<file path="config.mk">
export PLATFORM = sky130hd
export DESIGN_NAME = srl_rr_arbiter
export DESIGN_NICKNAME = d
export VERILOG_FILES = /design/src/rtl/srl_rr_arbiter.sv
export SDC_FILE = /design/constraint.sdc
export NUM_CORES = 1
export LEC_CHECK = 0
export ABC_AREA = 1
export BUFFER_PORTS_ARGS = -buffer_cell sky130_fd_sc_hd__buf_2
export CORE_MARGIN = 1.5
export CORE_UTILIZATION = 36
export CTS_BUF_LIST = sky130_fd_sc_hd__clkbuf_2
export CTS_CLUSTER_SIZE = 28
export DETAILED_ROUTE_END_ITERATION = 16
export GPL_TIMING_DRIVEN = 0
export PLACE_DENSITY_LB_ADDON = 0.12
export SLEW_MARGIN = 40
export SYNTH_ARGS = -nofsm -noshare
export SYNTH_HDL_FRONTEND = slang
export SYNTH_SLANG_ARGS = --single-unit
</file>
<file path="constraint.sdc">
create_clock -name clk -period 4.9 [get_ports clk]
set_input_delay 1.47 -clock clk [delete_from_list [all_inputs] [get_ports clk]]
set_output_delay 1.47 -clock clk [all_outputs]
set_load 0.05 [all_outputs]
</file>
<file path="src/rtl/srl_rr_arbiter.sv">
// Round-robin arbiter with packet locking feeding a fixed-latency shift-register delay line.
// Requester id, last flag and data travel together through the line; one beat enters per cycle.
module srl_rr_arbiter #(
   parameter int unsigned C_NUM_REQ      = 4,
   parameter int unsigned C_ID_WIDTH     = 2,
   parameter int unsigned C_DATA_WIDTH   = 32,
   parameter int unsigned C_CLOCK_CYCLES = 4
) (
   input  logic                              clk,
   input  logic                              rst,
   input  logic                              en,
   input  logic [C_NUM_REQ-1:0]              req_valid,
   input  logic [C_NUM_REQ-1:0]              req_last,
   input  logic [C_NUM_REQ*C_DATA_WIDTH-1:0] req_data,
   output logic [C_NUM_REQ-1:0]              req_ready,
   output logic                              out_valid,
   output logic [C_ID_WIDTH-1:0]             out_id,
   output logic                              out_last,
   output logic [C_DATA_WIDTH-1:0]           out_data,
   output logic                              busy
);

   localparam int unsigned CNT_W      = $clog2(C_CLOCK_CYCLES + 1);
   localparam int unsigned LAST_STAGE = C_CLOCK_CYCLES - 1;

   typedef enum logic {
      S_IDLE,
      S_LOCKED
   } state_t;

   typedef struct packed {
      logic                    valid;
      logic [C_ID_WIDTH-1:0]   id;
      logic                    last;
      logic [C_DATA_WIDTH-1:0] data;
   } beat_t;

   state_t                state, state_nxt;
   logic [C_ID_WIDTH-1:0] ptr, ptr_nxt;
   logic [C_ID_WIDTH-1:0] owner, owner_nxt;
   logic [CNT_W-1:0]      cnt, cnt_nxt;
   logic                  grant_found;
   logic [C_ID_WIDTH-1:0] grant_id;
   beat_t                 beat_in;
   beat_t                 line [C_CLOCK_CYCLES];

   function automatic logic [C_ID_WIDTH-1:0] next_id(input logic [C_ID_WIDTH-1:0] id);
      if (32'(id) >= C_NUM_REQ - 1) return '0;
      return id + C_ID_WIDTH'(1);
   endfunction

   // Grant selection: owner only while locked, else first valid at or after the pointer.
   always_comb begin
      grant_found = 1'b0;
      grant_id    = '0;
      req_ready   = '0;
      if (rst && en) begin
         if (state == S_LOCKED) begin
            for (int unsigned j = 0; j < C_NUM_REQ; j++) begin
               if (32'(owner) == j && req_valid[j]) begin
                  grant_found = 1'b1;
                  grant_id    = owner;
               end
            end
         end else begin
            for (int unsigned i = 0; i < C_NUM_REQ; i++) begin
               for (int unsigned j = 0; j < C_NUM_REQ; j++) begin
                  if (!grant_found && ((32'(ptr) + i) % C_NUM_REQ) == j && req_valid[j]) begin
                     grant_found = 1'b1;
                     grant_id    = C_ID_WIDTH'(j);
                  end
               end
            end
         end
         for (int unsigned j = 0; j < C_NUM_REQ; j++) begin
            req_ready[j] = grant_found && (32'(grant_id) == j);
         end
      end
   end

   // Payload of the granted requester; bubbles enter the line as all-zero beats.
   always_comb begin
      beat_in = '0;
      if (grant_found) begin
         beat_in.valid = 1'b1;
         beat_in.id    = grant_id;
         for (int unsigned j = 0; j < C_NUM_REQ; j++) begin
            if (32'(grant_id) == j) begin
               beat_in.last = req_last[j];
               beat_in.data = req_data[j*C_DATA_WIDTH +: C_DATA_WIDTH];
            end
         end
      end
   end

   // Next state, pointer, owner and in-flight count.
   always_comb begin
      state_nxt = state;
      ptr_nxt   = ptr;
      owner_nxt = owner;
      cnt_nxt   = cnt;
      if (grant_found) begin
         if (beat_in.last) begin
            state_nxt = S_IDLE;
            ptr_nxt   = next_id(grant_id);
         end else begin
            state_nxt = S_LOCKED;
            owner_nxt = grant_id;
         end
      end
      case ({grant_found, line[LAST_STAGE].valid})
         2'b10:   cnt_nxt = cnt + CNT_W'(1);
         2'b01:   cnt_nxt = cnt - CNT_W'(1);
         default: cnt_nxt = cnt;
      endcase
   end

   always_ff @(posedge clk) begin
      if (!rst) begin
         state <= S_IDLE;
         ptr   <= '0;
         owner <= '0;
         cnt   <= '0;
         busy  <= 1'b0;
         for (int unsigned i = 0; i < C_CLOCK_CYCLES; i++) begin
            line[i] <= '0;
         end
      end else begin
         state   <= state_nxt;
         ptr     <= ptr_nxt;
         owner   <= owner_nxt;
         cnt     <= cnt_nxt;
         busy    <= (state_nxt == S_LOCKED) || (cnt_nxt != '0);
         line[0] <= beat_in;
         for (int unsigned i = 1; i < C_CLOCK_CYCLES; i++) begin
            line[i] <= line[i-1];
         end
      end
   end

   assign out_valid = line[LAST_STAGE].valid;
   assign out_id    = line[LAST_STAGE].id;
   assign out_last  = line[LAST_STAGE].last;
   assign out_data  = line[LAST_STAGE].data;

endmodule
</file>
==> results_dict.tcl <==
set metrics [dict create \
    synth_enable_flop_cells 0 \
    cts_tree "yes" \
    clkLatencyLatePin_ns 0.67 \
    nets 1087 \
    synthesis.nets 886 \
    ys_types 35 \
    hold_path_class "reg -> reg" \
    ys_top_cells_by_area "dfxtp_1, nand2_1, inv_1" \
    grt_pass1_vias 4653 \
    gp_congestion 0.849 \
    avgRoutedWirePerCell_um 12.6 \
    synth.avg_cell_area_um2 7.89 \
    synth_most_common_cell "nand2_1" \
    finalMaxSlewViolations 0 \
    drv_cap 0 \
    drt-initial-drc-count 202 \
    worst_pin_slew_ns 0.578 \
    setup_viol 0 \
    port_buffers 178 \
    finalNonFillerCells 1171 \
    timing.rr.end "line[0][5]$_SDFF_PN0_" \
    ys_seq_area_share_pct 52.4 \
    synth_common_cells "nand2_1, dfxtp_1, inv_1" \
    min_period_ns 4.75 \
    hold_viol_final 0 \
    area_growth_pct 25.4 \
    clock.fmax_ghz 0.210 \
    netlist.top_cell.by_area "dfxtp_1" \
    cts_root_buf "clkbuf_2" \
    rsz0062_at_grt "true" \
    antenna_found_initial 1 \
    dpl_cell_area_um2 7010 \
    initial_utilization_pct 36.8 \
    p_per_area_nw_per_um2 340 \
    finalCritPeriodShare_pct 97.0 \
    ant_nets 0 \
    die_area_um2 17000 \
    routed_wl_um 14700 \
    grt_pass1_wl_um 22900 \
    hold_slack_ns 0.420 \
    tns_ns 0 \
    drc 0 \
    fin_area_um2 7330 \
    rrSetupSlack_ns 0.80 \
    cts_made_buffers 17 \
    status "complete, no violations" \
    grt_use_total_pct 18.0 \
    synth_flop_cell "dfxtp_1" \
    core_um2 15900 \
    grt-ovfl-total 0 \
    netlist_instances 741 \
    num_io_pins 180 \
    cts_num_sinks 153 \
    clkTransAtPathRegs_ns 0.21 \
    dp_hpwl_um 12000 \
    synth_top_area_share_pct 52.4 \
    reg2reg_depth 19 \
    holdPathEnd "line[3][31]$_SDFF_PN0_" \
    cp_max_fo 6 \
    htree_levels 4 \
    drt-vias-per-instance 4.14 \
    first_pass_iters 4 \
    grt_max_degree 17 \
    die_w_um 130 \
    cp.required_ns 3.43 \
    peakVddDrop_v 0.000129 \
    ctsHoldBuffers 0 \
    crit-reg2reg-launch "ptr[1]$_SDFFE_PN0P_" \
    yosys_warnings 0 \
    critPathArrivalTime_ns 3.28 \
    cts_buffer_depth 2 \
    async_flop_share_pct 0 \
    crit_start "req_valid[1]" \
    syn-cell-area_um2 5850 \
    fin_skew_ns 0.0223 \
    utilization_pct 46.1 \
    crit_type "in -> out" \
    end_kind "primary output" \
    power_mw 2.49 \
    place_ws_ns -0.109 \
    setup_slack_ns 0.147 \
    rows 46 \
    whs_path_depth 2 \
    cp-start-kind "primary input" \
    hold_start "line[2][31]$_SDFF_PN0_" \
    dp.cells 1135 \
    power.leakage_nw 4.14 \
    die_h_um 130 \
    synth-seq-cells 153 \
    slew_headroom_pct 61.5 \
    vias 4852 \
    drive_gt1_share_pct 25.8 \
]
-- repair_timing --
item / CTS / global route
gates resized for setup: 0 / 9
buffers inserted: 0 / 4
setup endpoints to repair: 0 / 4
-- cell type report --
cell class	instances	area, um2
Fill cell	1708	8560
Sequential cell	153	3060
Multi-Input combinational cell	411	2110
Timing Repair Buffer	182	932
Inverter	137	518
Tap cell	216	270
Clock inverter	14	175
Buffer	40	175
Clock buffer	17	85.1
Antenna cell	1	2.50
-- routing by layer --
layer  global-route usage (%)  wire (um)
met3                     5.54        933
met5                        0          0
met2                     30.2       6920
met4                     4.59        140
met1                     22.5       6710
-- placed cells by master, fill, tap and decap left out, types with 3 or more instances in the layout --
cell type	netlist	layout
inv_1	135	134
o211ai_1	29	29
nor3_1	5	5
dfxtp_1	153	153
a21oi_2	11	11
a211oi_1	3	3
clkbuf_1	36	36
nand4_1	4	4
nand3_1	64	64
nand2_1	198	198
nand3_4	1	3
clkbuf_2	0	17
ha_1	5	5
buf_4	0	5
nand4_2	3	3
bufinv_16	0	3
o21ai_0	9	9
buf_2	1	176
clkinv_4	0	4
a21oi_1	33	33
clkinvlp_4	0	4
nor2_1	26	26
-- registers in the layout, indices dropped and copies added (netlist names) --
signal	cells
cnt	3
owner	2
ptr	2
state	1
line	144
busy	1
-- power by group --
group	switching [mW]	internal, mW
Sequential	0.0217	1.31
Combinational	0.275	0.163
Clock	0.438	0.286
-- worst max-delay path by stage --
stage,endpoint,slack (ns),cells after the start
2_1_floorplan,req_ready[2],0.07,11
3_3_place_gp,line[0][5]$_SDFF_PN0_,-0.10,18
3_5_place_dp,line[0][11]$_SDFF_PN0_,-0.11,18
4_1_cts,req_ready[2],0.07,13
5_1_grt,req_ready[2],-0.04,13
6_report,req_ready[2],0.15,13
-- worst max-delay path: stages --
cell and delay [ns]:
buf_2 0.15, nand3_1 0.12, nand2_1 0.09, nor2_2 0.14, nand4_2 0.11, nor2_4 0.14, nand4_2 0.12, nor2_4 0.18
nand3_1 0.14, nand3_4 0.14, nand3_4 0.11, a21oi_1 0.16, buf_4 0.22
-- cell families after synthesis --
logic type      count (synthesis)  share of synthesized area (%)
simple gates                  313                           23.7
buf+inv                       177                           11.8
flops                         153                           52.4
compound gates                 89                           10.2
fa+ha+maj                       6                           1.41
xor+xnor                        2                          0.300
mux                             1                          0.193
Power figures use the tool's default switching activity.
